--- src/rtl/pipeline_hazard_ctrl.sv ---
// Hazard and redirect sequencer around the execute stage.
// Inserts load-use bubbles, applies branch/jump redirects (deferring them
// while the memory stage holds the pipe), and keeps stall/flush counters.
//
// state      | meaning
// -----------+-----------------------------------------------------------
// RUN        | normal issue; a load-use hazard inserts a bubble
// LOAD_WAIT  | extra load-use bubbles; the cycle with cnt==0 behaves as RUN
// FLUSH      | fetch/decode flushed after a redirect, execute sees bubbles
module pipeline_hazard_ctrl #(
  parameter int LOAD_STALL_CYCLES = 1,
  parameter int FLUSH_CYCLES      = 2
) (
  input  logic        clk,
  input  logic        reset,
  input  logic        dec_valid,
  input  logic [4:0]  dec_rs1,
  input  logic [4:0]  dec_rs2,
  input  logic        dec_rs1_used,
  input  logic        dec_rs2_used,
  input  logic        ex_run,
  input  logic [4:0]  ex_rd,
  input  logic        ex_reg_we,
  input  logic        ex_re,
  input  logic        ex_addr_en,
  input  logic [31:0] ex_addr,
  input  logic        mem_busy,
  output logic        stall_fetch,
  output logic        stall_decode,
  output logic        stall_exec,
  output logic        exec_run,
  output logic        flush_fetch,
  output logic        flush_decode,
  output logic        pc_load,
  output logic [31:0] pc_target,
  output logic [31:0] stall_count,
  output logic [31:0] flush_count
);

  localparam logic [1:0] ST_RUN       = 2'd0;
  localparam logic [1:0] ST_LOAD_WAIT = 2'd1;
  localparam logic [1:0] ST_FLUSH     = 2'd2;

  localparam logic [2:0] LOAD_CNT_INIT  = 3'(LOAD_STALL_CYCLES - 1);
  localparam logic [2:0] FLUSH_CNT_INIT = 3'(FLUSH_CYCLES - 1);

  logic [1:0]  state_q, state_d;
  logic [2:0]  cnt_q, cnt_d;
  logic        pend_valid_q, pend_valid_d;
  logic [31:0] pend_addr_q, pend_addr_d;
  logic        pc_load_q, pc_load_d;
  logic [31:0] pc_target_q, pc_target_d;
  logic        flush_q, flush_d;
  logic [31:0] stall_count_q, stall_count_d;
  logic [31:0] flush_count_q, flush_count_d;

  logic haz;
  logic redir;
  logic run_like;
  logic load_hold;
  logic stall_fd_c;
  logic stall_ex_c;
  logic exec_run_c;

  // Hazard detection and stall/run qualifiers for the current cycle
  always_comb begin
    haz = dec_valid & ex_run & ex_re & ex_reg_we & (ex_rd != 5'd0) &
          ((dec_rs1_used & (dec_rs1 == ex_rd)) |
           (dec_rs2_used & (dec_rs2 == ex_rd)));
    redir     = ex_addr_en | pend_valid_q;
    // The last LOAD_WAIT count acts as RUN so the total bubble count
    // equals LOAD_STALL_CYCLES including the detection cycle.
    run_like  = (state_q == ST_RUN) | ((state_q == ST_LOAD_WAIT) & (cnt_q == 3'd0));
    load_hold = (state_q == ST_LOAD_WAIT) & (cnt_q != 3'd0);

    stall_fd_c = 1'b0;
    stall_ex_c = 1'b0;
    exec_run_c = dec_valid;
    if (!reset) begin
      if (mem_busy) begin
        stall_fd_c = 1'b1;
        stall_ex_c = 1'b1;
        exec_run_c = dec_valid & ~(state_q == ST_FLUSH) & ~load_hold;
      end else if (state_q == ST_FLUSH) begin
        exec_run_c = 1'b0;
      end else if (load_hold) begin
        stall_fd_c = 1'b1;
        exec_run_c = 1'b0;
      end else if (run_like & haz & ~redir) begin
        stall_fd_c = 1'b1;
        exec_run_c = 1'b0;
      end
    end
  end

  // Next-state: mem_busy freezes, redirect beats hazard, then FSM stepping
  always_comb begin
    state_d      = state_q;
    cnt_d        = cnt_q;
    pend_valid_d = pend_valid_q;
    pend_addr_d  = pend_addr_q;
    pc_load_d    = 1'b0;
    pc_target_d  = pc_target_q;
    flush_count_d = flush_count_q;

    if (mem_busy) begin
      if (ex_addr_en) begin
        pend_valid_d = 1'b1;
        pend_addr_d  = ex_addr;
      end
    end else if (redir) begin
      pc_load_d     = 1'b1;
      pc_target_d   = ex_addr_en ? ex_addr : pend_addr_q;
      pend_valid_d  = 1'b0;
      state_d       = ST_FLUSH;
      cnt_d         = FLUSH_CNT_INIT;
      flush_count_d = flush_count_q + 32'd1;
    end else begin
      case (state_q)
        ST_RUN, ST_LOAD_WAIT: begin
          if (load_hold) begin
            cnt_d = cnt_q - 3'd1;
          end else if (haz) begin
            state_d = ST_LOAD_WAIT;
            cnt_d   = LOAD_CNT_INIT;
          end else begin
            state_d = ST_RUN;
          end
        end
        ST_FLUSH: begin
          if (cnt_q == 3'd0) begin
            state_d = ST_RUN;
          end else begin
            cnt_d = cnt_q - 3'd1;
          end
        end
        default: begin
          state_d = ST_RUN;
          cnt_d   = 3'd0;
        end
      endcase
    end

    flush_d       = (state_d == ST_FLUSH);
    stall_count_d = stall_count_q + {31'd0, stall_fd_c};
  end

  // State and output registers with synchronous reset
  always_ff @(posedge clk) begin
    if (reset) begin
      state_q       <= ST_RUN;
      cnt_q         <= 3'd0;
      pend_valid_q  <= 1'b0;
      pend_addr_q   <= 32'd0;
      pc_load_q     <= 1'b0;
      pc_target_q   <= 32'd0;
      flush_q       <= 1'b0;
      stall_count_q <= 32'd0;
      flush_count_q <= 32'd0;
    end else begin
      state_q       <= state_d;
      cnt_q         <= cnt_d;
      pend_valid_q  <= pend_valid_d;
      pend_addr_q   <= pend_addr_d;
      pc_load_q     <= pc_load_d;
      pc_target_q   <= pc_target_d;
      flush_q       <= flush_d;
      stall_count_q <= stall_count_d;
      flush_count_q <= flush_count_d;
    end
  end

  assign stall_fetch  = stall_fd_c;
  assign stall_decode = stall_fd_c;
  assign stall_exec   = stall_ex_c;
  assign exec_run     = exec_run_c;
  assign flush_fetch  = flush_q;
  assign flush_decode = flush_q;
  assign pc_load      = pc_load_q;
  assign pc_target    = pc_target_q;
  assign stall_count  = stall_count_q;
  assign flush_count  = flush_count_q;

endmodule

--- config.mk ---
export PLATFORM = sky130hd
export DESIGN_NAME = pipeline_hazard_ctrl
export DESIGN_NICKNAME = d
export VERILOG_FILES = /design/src/rtl/pipeline_hazard_ctrl.sv
export SDC_FILE = /design/constraint.sdc
export NUM_CORES = 1
export LEC_CHECK = 0
export ABC_CLOCK_PERIOD_IN_PS = 2700
export BUFFER_PORTS_ARGS = -buffer_cell sky130_fd_sc_hd__buf_2
export CAP_MARGIN = 20
export CORE_MARGIN = 1.5
export CORE_UTILIZATION = 47
export CTS_BUF_LIST = sky130_fd_sc_hd__clkbuf_16
export DETAILED_ROUTE_END_ITERATION = 6
export GPL_TIMING_DRIVEN = 0
export PLACE_DENSITY = 0.76
export SLEW_MARGIN = 20
export SYNTH_ARGS = -nofsm -noshare
export SYNTH_HDL_FRONTEND = slang
export SYNTH_SLANG_ARGS = --single-unit
--- constraint.sdc ---
create_clock -name clk -period 2.7 [get_ports clk]
set_input_delay 0.54 -clock clk [delete_from_list [all_inputs] [get_ports clk]]
set_output_delay 0.54 -clock clk [all_outputs]
set_load 0.01 [all_outputs]
**Word-level counts from Yosys, hierarchy flattened**

Index checks and enable logic that the tools add are counted.

- Input port bits: 57
- Register bits: 136
- Output and inout port bits: 103
- Word-level logic and storage cells: 78

- Reduce and logical (&&, ||, !) cells: 10
- Bitwise operators: 20
- Equality and inequality tests: 8
- Muxes and demuxes: 28
- Add/subtract/negate cells: 3

Operators with widths:

| kind | number |
|---|---|
| adder 32 x 1 -> 32 bit | 1 |
| adder 32 x 1 -> 32 bit (second input constant) | 1 |
| 2-to-1 mux 32 bit | 1 |
| 2-to-1 mux 1 bit | 17 |
| bitwise AND 1 bit | 13 |
| 2-to-1 mux 3 bit | 4 |
| == test 5 bit | 2 |
| 2-to-1 mux 2 bit | 4 |
| case mux 3 bit (2 select lines) | 1 |
| nonzero test 5 bit | 1 |
| == test 2 bit (second input constant) | 2 |
| != test 4 bit (second input constant) | 1 |
| NOT 1 bit | 4 |
| case mux 2 bit (2 select lines) | 1 |
| AND reduction 2 bit | 2 |
| OR reduction 2 bit | 2 |
| zero test 3 bit | 1 |
| != test 3 bit (second input constant) | 1 |
| bitwise OR 1 bit | 3 |
| AND reduction 3 bit | 1 |
| nonzero test 3 bit | 1 |
| subtractor 3 x 1 -> 3 bit (second input constant) | 1 |
| == test 2 x 1 -> 1 bit (second input constant) | 1 |
| zero test 2 bit | 1 |
| other kinds (2) | 2 |

**Longest topological paths before layout**

Gate-level depths: netlist (run 1).

- Depth after elaboration: 13
- Mapped depth: 14
- Mapped depth without buffers: 14

**Worst setup path before layout (run 1)**

OpenSTA, ideal clock, no wires.

- Kind: input port to flip-flop
- Start point: in ex_rd[2]
- End point: reg stall_count_q[30], in the netlist stall_count[30]
- Required time: 2.630 ns
- Setup slack: -0.388 ns
- Stages: 13
- Data arrival time: 3.018 ns
- Setup time: 0.070 ns
- Buffers on the path: 0
- Path through: xor2_1 > nor4_1 > and3_1 > or2_2 > nand3_1 > a21oi_1 > ha_1 > ha_1 > and3_1 > and2_1 > nand3_1 > or3_1 > a21oi_1

- Cells in the longest elaborated chain, start to end: 12
- Elaborated cells between the ends (all ways): 16
- Those cells by class: add/sub (1); eq/ne (2); mux (5); bitwise (7); reduce/logical (1)

RTL lines:

| what | RTL line | RTL |
|---|---|---|
| start: declaration | 22 | `input logic [4:0] ex_rd,` |
| == test 5 bit, on equally long branches | 68, 69 |  |
| bitwise AND 1 bit, on equally long branches | 68, 69 |  |
| bitwise OR 1 bit | 68 | `((dec_rs1_used & (dec_rs1 == ex_rd)) \|` |
| bitwise AND 1 bit * | 67 | `haz = dec_valid & ex_run & ex_re & ex_reg_we & (ex_rd != 5'd0) &` |
| bitwise AND 1 bit * (2 in series) | 89 | `end else if (run_like & haz & ~redir) begin` |
| 2-to-1 mux 1 bit * | 89 |  |
| 2-to-1 mux 1 bit * | 86 | `end else if (load_hold) begin` |
| 2-to-1 mux 1 bit * | 84 | `end else if (state_q == ST_FLUSH) begin` |
| 2-to-1 mux 1 bit * | 80 | `if (mem_busy) begin` |
| 2-to-1 mux 1 bit * | 79 | `if (!reset) begin` |
| named net stall_decode | 29 | `output logic stall_decode,` |
| adder 32 x 1 -> 32 bit * | 145 | `stall_count_d = stall_count_q + {31'd0, stall_fd_c};` |
| end signal: assignment | 168 | `stall_count_q <= stall_count_d;` |
| end: declaration | 54 | `logic [31:0] stall_count_q, stall_count_d;` |

The timed path passes the listed nets; every way through them passes the cells marked *.
A chain may end at the register's enable or synchronous reset.

**Final worst setup path (run 1)**

- Start point: in dec_rs1[4]
- End point: reg stall_count_q[29], in the netlist stall_count[29]

- Cells in the longest elaborated chain, start to end: 12

RTL lines:

| what | RTL line | RTL |
|---|---|---|
| start: declaration | 17 | `input logic [4:0] dec_rs1,` |
| == test 5 bit | 68 |  |
| bitwise AND 1 bit | 68 |  |
| bitwise OR 1 bit | 68 |  |
| bitwise AND 1 bit | 67 |  |
| bitwise AND 1 bit (2 in series) | 89 |  |
| 2-to-1 mux 1 bit | 89 |  |
| 2-to-1 mux 1 bit | 86 |  |
| 2-to-1 mux 1 bit | 84 |  |
| 2-to-1 mux 1 bit | 80 |  |
| 2-to-1 mux 1 bit | 79 |  |
| adder 32 x 1 -> 32 bit | 145 |  |

No other way between the ends.

==> reports/results.ini, run 1 <==
[worst_setup_path]
path_cells = buf_2 -> xor2_2 -> nor4_2 -> and3_1 -> or2_4 -> nand3_4 -> a21oi_4 -> ha_4 -> and4_1 -> buf_6 -> nand4_1 -> or3_4 -> a21oi_2
startpoint_type = primary input
cp.required_ns = 3.05
crit_family = simple AND/OR/NAND/NOR gates
arrival_ns = 3.01
crit_path_top_delay_cell = or3_4
critPathMaxStageDelay_ns = 0.47
crit_fanout = 6
end_kind = flop
worstPathBufferInverterCount = 2
crit_type = in -> reg

[global_routing]
antenna_found_initial = 0
grt_max_degree = 17
grt_first_pass_wirelength_um = 22100
overflow = 0
grt_pass1_vias = 4604
grt_usage_pct = 21.22

[clocking]
cts_tree = done
clk_latency_ns = 0.42
numCtsBuffers = 17
clockBufferDepth = 2
clk_pin_slew_ns = 0.06
h-tree-depth = 4
cts_sinks = 136
root_buffer = clkbuf_16

[finish]
final_nets = 913
area.growth.synth_to_final_pct = 31.00
final_core_util_pct = 63.25
drive_gt1_share_pct = 26.39
design_area_mm2 = 0.007597
antenna_cells = 0
final_cell_mix = buf_2, dfxtp_1, nor2_1, nand2_1, xor2_1
mostFrequentLayoutCell = buf_2

[floorplan]
start_util_pct = 48.28
io_pins = 160
fp.dieW_um = 114.1
die_area_mm2 = 0.01301
core_area_mm2 = 0.01201
die-height_um = 114.1
placementRows = 40

[timing]
period_minus_slack_ns = 2.665
slew_headroom_pct = 51.84
tightestPinTransition_ns = 0.7223
fmax_mhz = 375.2
rsz0062_at_grt = true
fin_crit_sh_pct = 98.72
hold_violations = 0
fin_tns_setup_ns = 0
finalClockSkew_ns = 0.009262
slew_viol_final = 0
final-setup-viol-count = 0

[yosys]
syn-cell-area_mm2 = 0.005799
syn_inst = 667
synthArstFlopShare_pct = 0
synth_flop_cell = dfxtp_1
avgSynthCellArea_um2 = 8.695
synth_edf_count = 0
synth-seq-cells = 136
synth_cell_types = 40
yosysWarnings = 0
syn_nets = 729
synth-seq-area-share_pct = 46.95

[placed_design]
dp_hpwl_um = 9735
io_buffers = 157
postPlaceCellArea_mm2 = 0.006835
globalplace.congestion = 0.7970

[routing]
finalWirelength_um = 13970
vias = 5263
wire_per_inst_um = 13.82
drtAntennaViolNets = 0
drt-vias-per-instance = 5.206
drcViolationCount = 0
drt_iter0_markers = 315
first_pass_iters = 4

[pwr]
power_mw = 4.859
p_leak_nw = 3.293
vdd_drop_max_mv = 0.3657
p_per_area_mw_per_mm2 = 639.5

[outcome]
status = complete, no violations

[hold_path]
worst_hold_path_type = in -> reg

[job]
drv_cap = 0

-- metal layers --
metal | GRT usage [%] | up-vias | share of wire, %
met5 | 0 | - | 0
met4 | 7.000 | 0 | 1.3
li1 | - | 2649 | -
met1 | 27.10 | 2451 | 46
met2 | 33.90 | 144 | 46
met3 | 7.041 | 19 | 7.4
-- timing repair --
action,in CTS,in global routing
gates resized for setup,0,24
buffers inserted,0,8
hold endpoints to repair,0,0
hold buffers,0,0
setup endpoints to repair,0,13
-- stage by stage --
stage | hold slack, ns | setup slack (ns) | std cells
after floorplan | 0.4357 | -0.05946 | 667
after global placement | 0.4409 | -0.4321 | 971
after detailed placement | 0.4460 | -0.4402 | 971
after CTS | 0.3569 | 0.001800 | 1003
after global routing | 0.3693 | -0.1129 | 1011
final | 0.3708 | 0.03458 | 1011
-- synth_stat cells, drive strengths merged, types with 8 or more instances --
| master | number | area, um2 |
|---|---|---|
| buf | 12 | 66.31 |
| nand3 | 23 | 115.1 |
| o21ai | 12 | 60.06 |
| nand2 | 96 | 360.4 |
| nor2b | 8 | 50.05 |
| mux2i | 32 | 320.3 |
| xnor2 | 13 | 113.9 |
| clkbuf | 27 | 102.6 |
| nor2 | 98 | 367.9 |
| xor2 | 51 | 446.7 |
| dfxtp | 136 | 2723 |
| and4 | 12 | 105.1 |
| a211oi | 32 | 240.2 |
| nand4 | 13 | 81.33 |
| a21oi | 47 | 235.2 |
-- final timing paths --
path / endpoint / from / slack, ns / depth (start not counted)
worst min register to register: pend_addr_q[30] / pend_addr_q[30] / 0.45 / 2
worst min-delay path: pend_addr_q[12] / ex_addr[12] / 0.37 / 3
worst max-delay path: stall_count[29] / dec_rs1[4] / 0.03 / 13
worst max register to register: stall_count[29] / cnt_q[0] / 0.14 / 13
-- worst register-to-register path: cells and delay by family, from the launching register on --
kind                     cells  cell delay, ns
AND/OR/NAND/NOR              7            1.31
adder cells (fa/ha/maj)      2            0.38
flip-flops                   1            0.32
AO/OA/AOI/OAI                2            0.31
buffers and inverters        2            0.19
-- cells by family after synthesis --
family          after synthesis  share of synthesized area [%]
simple gates                285                          22.83
flops                       136                          46.95
fa+ha+maj                     5                          1.079
mux                          32                          5.523
compound gates               99                          10.59
xor+xnor                     64                          9.666
buf+inv                      46                          3.366
-- sequential cells by signal, indices dropped and copies added (netlist names) --
register      count
stall_count      32
flush_decode      1
pc_load           1
flush_count      32
pend_valid_q      1
state_q           2
cnt_q             3
pend_addr_q      32
pc_target        32
-- report_power, final --
group / internal [mW] / total [mW] / leakage, nW / switching (mW)
registers: 2.07 / 2.11 / 1.11 / 0.0381
logic: 0.169 / 0.403 / 1.90 / 0.234
clock network: 1.45 / 2.34 / 0.289 / 0.890
-- area by class of cell --
type	count	area, um2
fillers	1030	4414
multi-input cells	485	3007
flip-flops and latches	136	2723
repair buffers	165	879.6
clock buffers	17	425.4
well taps	147	183.9
clock inverters	15	176.4
plain buffers	39	176.4
inverters	7	26.28
Note: power is estimated with default switching activity, not from simulation.
==> inputs of run 2 (changes only) <==
- SETUP_SLACK_MARGIN: default -> 0.15
==> reports/results.ini, run 2 (same netlist as run 1, synthesis figures left out) <==
[global_routing]
antenna_found_initial = 0  ; unchanged
grt_first_pass_wirelength_um = 22910  ; +3.7%
grt_usage_pct = 22.11  ; +0.89 points
grt_pass1_vias = 4873  ; +5.8%
overflow = 0  ; unchanged
grt_max_degree = 17  ; unchanged

[clocking]
cts_tree = done
h-tree-depth = 4  ; unchanged
hold_buffers = 0  ; unchanged
root_buffer = clkbuf_16
clk_latency_ns = 0.42  ; about the same
clk_pin_slew_ns = 0.06  ; about the same
cts_sinks = 136  ; unchanged
numCtsBuffers = 17  ; unchanged
clockBufferDepth = 2  ; unchanged

[floorplan]
die_area_mm2 = 0.01301  ; unchanged
core_area_mm2 = 0.01201  ; unchanged
die-height_um = 114.1  ; unchanged
placementRows = 40  ; unchanged
io_pins = 160  ; unchanged
start_util_pct = 48.28  ; unchanged
fp.dieW_um = 114.1  ; unchanged

[hold_path]
worst_hold_path_type = in -> reg
hp-start = ex_addr[12]

[pwr]
p_leak_nw = 3.318  ; +0.74%
p_per_area_mw_per_mm2 = 648.6  ; +1.4%
vdd_drop_max_mv = 0.4411  ; +21%
power_mw = 4.965  ; +2.2%

[timing]
period_minus_slack_ns = 2.629  ; -0.03663 ns
slew_viol_final = 0  ; unchanged
finalClockSkew_ns = 0.006281  ; -0.002981 ns
fmax_mhz = 380.4  ; +1.4%
slew_headroom_pct = 48.82  ; -3.0 points
final-setup-viol-count = 0  ; unchanged
hold_violations = 0  ; unchanged
rsz0062_at_grt = true
whs_ns = 0.3688  ; -0.001940 ns
fin_crit_sh_pct = 97.36  ; -1.4 points
tightestPinTransition_ns = 0.7678  ; +0.04543 ns

[worst_setup_path]
critPathMaxStageDelay_ns = 0.30  ; -0.17 ns
arrival_ns = 2.97  ; -0.04 ns
rr_startpoint = state_q[1]
path_cells = buf_8 -> xor2_2 -> nor4_1 -> and3_1 -> or2_4 -> nand3_4 -> a21oi_4 -> ha_4 -> and4_1 -> clkbuf_8 -> nand4_1 -> buf_4 -> or3_1 -> a21oi_1
startpoint_type = primary input
crit_family = simple AND/OR/NAND/NOR gates
end_kind = flop
crit_path_top_delay_cell = or3_1
worstPathBufferInverterCount = 3  ; +1
crit_type = in -> reg
crit_fanout = 5  ; -1
crit_start = ex_rd[2]
cp.required_ns = 3.04  ; about the same

[job]
drv_cap = 0  ; unchanged

[routing]
wire_per_inst_um = 13.92  ; +0.75%
drtAntennaViolNets = 0  ; unchanged
first_pass_iters = 4  ; unchanged
drt_iter0_markers = 256  ; -19%
vias = 5188  ; -1.4%
drt-vias-per-instance = 5.116  ; -1.7%
finalWirelength_um = 14120  ; +1.0%
drcViolationCount = 0  ; unchanged

[placed_design]
place_inst = 971  ; unchanged
dp_hpwl_um = 9843  ; +1.1%
globalplace.congestion = 0.7998  ; +0.35%
io_buffers = 157  ; unchanged
postPlaceCellArea_mm2 = 0.006840  ; about the same

[finish]
final_nets = 916  ; +0.33%
fin_cells = 1014  ; +0.30%
antenna_cells = 0  ; unchanged
final_cell_mix = buf_2, dfxtp_1, nor2_1, nand2_1, xor2_1
drive_gt1_share_pct = 26.87  ; +0.49 points
mostFrequentLayoutCell = buf_2
design_area_mm2 = 0.007656  ; +0.77%
final_core_util_pct = 63.74  ; +0.49 points
area.growth.synth_to_final_pct = 32.02

[outcome]
status = complete, no violations

==> run 2: area by class of cell <==
| class | instances | area [um2] |
|---|---|---|
| fillers | 1002 | 4355 |
| multi-input cells | 485 | 3014 |
| flip-flops and latches | 136 | 2723 |
| repair buffers | 168 | 900.9 |
| clock buffers | 17 | 425.4 |
| clock inverters | 15 | 200.2 |
| well taps | 147 | 183.9 |
| plain buffers | 39 | 182.7 |
| inverters | 7 | 26.28 |
==> run 2: tightest hold or removal path, delay by kind of cell <==
family	cells	cell delay (ns)
AOI/OAI and AO/OA	1	0.05
buffers and inverters	1	0.10
and+or+nand+nor	1	0.05
==> run 2: through the flow <==
stage / setup TNS (ns) / setup WS (ns)
after floorplan: -0.1611 / -0.05946
after global placement: -5.484 / -0.4197
after detailed placement: -5.565 / -0.4281
after CTS: 0 / 0.07890
after global routing: -0.2422 / -0.06950
final: 0 / 0.07121
==> run 2: final timing paths <==
path	endpoint	slack, ns	cells after the start
hold / removal	pend_addr_q[12]	0.37	3
hold reg to reg	pend_addr_q[29]	0.45	2
setup / recovery	stall_count[29]	0.07	14
setup reg to reg	stall_count[29]	0.15	10
==> run 2: timing repair <==
action	CTS	global route
pin swaps	12	9
setup buffers	8	3
gates resized for setup	9	17
setup endpoints to repair	9	23
==> run 2: per-layer routing <==
layer	GRT usage [%]	up-vias	share of wire [%]
met5	0	-	0
met4	6.750	0	1.1
met3	7.941	15	7.6
met2	37.03	143	47
met1	26.67	2383	44
li1	-	2647	-
==> run 2: power breakdown <==
part	switching, mW	internal [mW]	leakage, nW
sequential	0.0379	2.07	1.11
clock	0.901	1.55	0.301
combinational	0.234	0.170	1.91
total	1.17	3.79	3.32
==> inputs of run 3 (changes only) <==
- CELL_PAD_IN_SITES_DETAIL_PLACEMENT: default -> 1
- CELL_PAD_IN_SITES_GLOBAL_PLACEMENT: default -> 2
- CORE_UTILIZATION: 47 -> 27
- PLACE_DENSITY: 0.76 -> default
- PLACE_DENSITY_LB_ADDON: default -> 0.1
- SKIP_LAST_GASP: default -> 1
==> reports/results.ini, run 3 (same netlist as run 1, synthesis figures left out) <==
[timing]
slew_headroom_pct = 48.68  ; -0.13 points
final-setup-viol-count = 0  ; unchanged
finalClockSkew_ns = 0.009542  ; +0.003260 ns
rsz0062_at_grt = true
period_minus_slack_ns = 2.690  ; +0.06130 ns
tightestPinTransition_ns = 0.7698  ; +0.001980 ns
fmax_mhz = 371.7  ; -2.3%
slew_viol_final = 0  ; unchanged
fin_crit_sh_pct = 99.63  ; +2.3 points
hold_violations = 0  ; unchanged

[clocking]
h-tree-depth = 4  ; unchanged
clk_latency_ns = 0.42  ; about the same
clk_pin_slew_ns = 0.06  ; about the same
clockBufferDepth = 2  ; unchanged
cts_sinks = 136  ; unchanged
numCtsBuffers = 17  ; unchanged
cts_tree = done
root_buffer = clkbuf_16

[floorplan]
start_util_pct = 27.59  ; -21 points
die_area_mm2 = 0.02237  ; +72%
core_area_mm2 = 0.02102  ; +75%
die-height_um = 149.6  ; +31%
io_pins = 160  ; unchanged
fp.dieW_um = 149.6  ; +31%
placementRows = 53  ; +33%

[pwr]
vdd_drop_max_mv = 0.3907  ; -11%
power_frac_seq_pct = 42.7  ; +0.2 points
power_frac_comb_pct = 8.4  ; +0.3 points
p_per_area_mw_per_mm2 = 627.5  ; -3.2%
power.internal_mw = 3.774  ; -0.49%
switchingPower_mw = 1.185  ; +1.0%
swShare_pct = 23.90  ; +0.28 points
p_leak_nw = 3.358  ; +1.2%
clockPowerShare_pct = 49.0  ; -0.3 points

[routing]
drcViolationCount = 0  ; unchanged
vias = 5361  ; +3.3%
finalWirelength_um = 17800  ; +26%
drtAntennaViolNets = 0  ; unchanged
first_pass_iters = 4  ; unchanged
drt-vias-per-instance = 4.678  ; -8.6%
wire_per_inst_um = 15.53  ; +12%
drt_iter0_markers = 114  ; -55%

[global_routing]
grtUsageMet2_pct = 28.34  ; -8.7 points
grt_busiest_layer = met2
antenna_found_initial = 1  ; +1
grtUsageMet1_pct = 19.41  ; -7.3 points
met3_usage_pct = 5.549  ; -2.4 points
grt_first_pass_wirelength_um = 28640  ; +25%
grt_usage_pct = 16.41  ; -5.7 points
grt_pass1_vias = 5566  ; +14%
overflow = 0  ; unchanged
grt_max_degree = 17  ; unchanged

[placed_design]
dp_hpwl_um = 13050  ; +33%
postPlaceCellArea_mm2 = 0.007000  ; +2.3%
globalplace.congestion = 0.7618  ; -4.8%
io_buffers = 157  ; unchanged

[worst_setup_path]
critPathMaxStageDelay_ns = 0.30  ; about the same
rr_startpoint = cnt_q[0]
end_kind = flop
crit_start = dec_rs1[0]
startpoint_type = primary input
crit_fanout = 4  ; -1
crit_type = in -> reg
crit_path_top_delay_cell = nor4_2
reg2regPathDepth = 16  ; +6
path_cells = buf_6 -> xor2_1 -> nor4_2 -> and3_1 -> or2_4 -> nand3_4 -> a21oi_4 -> ha_4 -> and4_1 -> clkbuf_8 -> buf_4 -> buf_6 -> and2_4 -> and4_1 -> xnor2_1 -> nor2_1
cp.required_ns = 2.99  ; -0.05 ns
arrival_ns = 2.98  ; about the same

[finish]
final_nets = 921  ; +0.55%
final_core_util_pct = 37.59  ; -26 points
final_cell_mix = buf_2, dfxtp_1, nor2_1, nand2_1, xor2_1
area.growth.synth_to_final_pct = 36.27
fillers = 2492  ; +150%
mostFrequentLayoutCell = buf_2
antenna_cells = 0  ; unchanged
design_area_mm2 = 0.007903  ; +3.2%
drive_gt1_share_pct = 28.13  ; +1.3 points

[hold_path]
worst_hold_path_type = in -> reg
hp-start = ex_addr[10]
hold_depth = 3  ; unchanged

[outcome]
status = complete, no violations

[job]
drv_cap = 0  ; unchanged

run 3: cell count changes in the layout (fill, tap and decap cells not counted), moves of 3 or more:
cell / before / now
buf_4: 12 / 16
buf_6: 6 / 10
inv_6: 3 / 0
o21ai_0: 12 / 9
o21ai_1: 0 / 3
run 3: cell type report:
| cell class | instances | area, um2 | share of cell area (%) |
|---|---|---|---|
| timing repair buffer | 173 | 954.7 | 12.08 |
| clock inverter | 14 | 183.9 | 2.327 |
| sequential | 136 | 2723 | 34.45 |
| tap | 275 | 344.1 | 4.354 |
| buffer | 39 | 178.9 | 2.264 |
| multi-input combinational | 485 | 3067 | 38.81 |
| inverter | 7 | 26.28 | 0.3325 |
| clock buffer | 17 | 425.4 | 5.383 |
run 3: worst max-delay path: cells and delay by family:
kind | cells | cell delay (ns)
fa+ha+maj | 1 | 0.20
simple gates | 8 | 1.35
xor+xnor | 2 | 0.28
buf+inv | 4 | 0.42
compound gates | 1 | 0.19
run 3: final timing paths:
path | endpoint | slack (ns)
worst min register to register | pend_addr_q[19] | 0.45
worst min-delay path | pend_addr_q[10] | 0.37
worst max register to register | stall_count[15] | 0.13
worst max-delay path | stall_count[15] | 0.01
run 3: timing repair:
action	CTS	global route
gates resized for setup	18	26
buffers inserted	10	6
setup endpoints to repair	21	24
hold buffers	0	0
pin swaps	10	14
run 3: metal layers:
metal  vias up  part of all wire (%)
met4         0                  0.99
li1       2654                     -
met2       111                    49
met5         -                     0
met3        11                   5.4
met1      2585                    44
run 3: per-stage QoR:
step / std cells / setup slack (ns) / hold slack (ns) / total power [mW] / TNS, ns
3_5_place_dp: 1099 / -0.6827 / 0.4477 / 2.573 / -9.557
3_3_place_gp: 1099 / -0.5501 / 0.4409 / 2.560 / -8.396
4_1_cts: 1140 / 0.008899 / 0.3507 / 5.039 / 0
5_1_grt: 1146 / -0.09076 / 0.3511 / 5.197 / -0.4921
6_report: 1146 / 0.009911 / 0.3680 / 4.959 / 0
2_1_floorplan: 667 / -0.05946 / 0.4357 / 2.388 / -0.1611
run 3: power by group through the flow:
stage                     Sequential [mW]  Combinational, mW  Clock (mW)
after global routing                 2.12              0.469        2.60
after floorplan                      2.17              0.218           0
after CTS                            2.12              0.424        2.50
after global placement               2.16              0.405           0
after detailed placement             2.16              0.414           0
final                                2.12              0.416        2.43
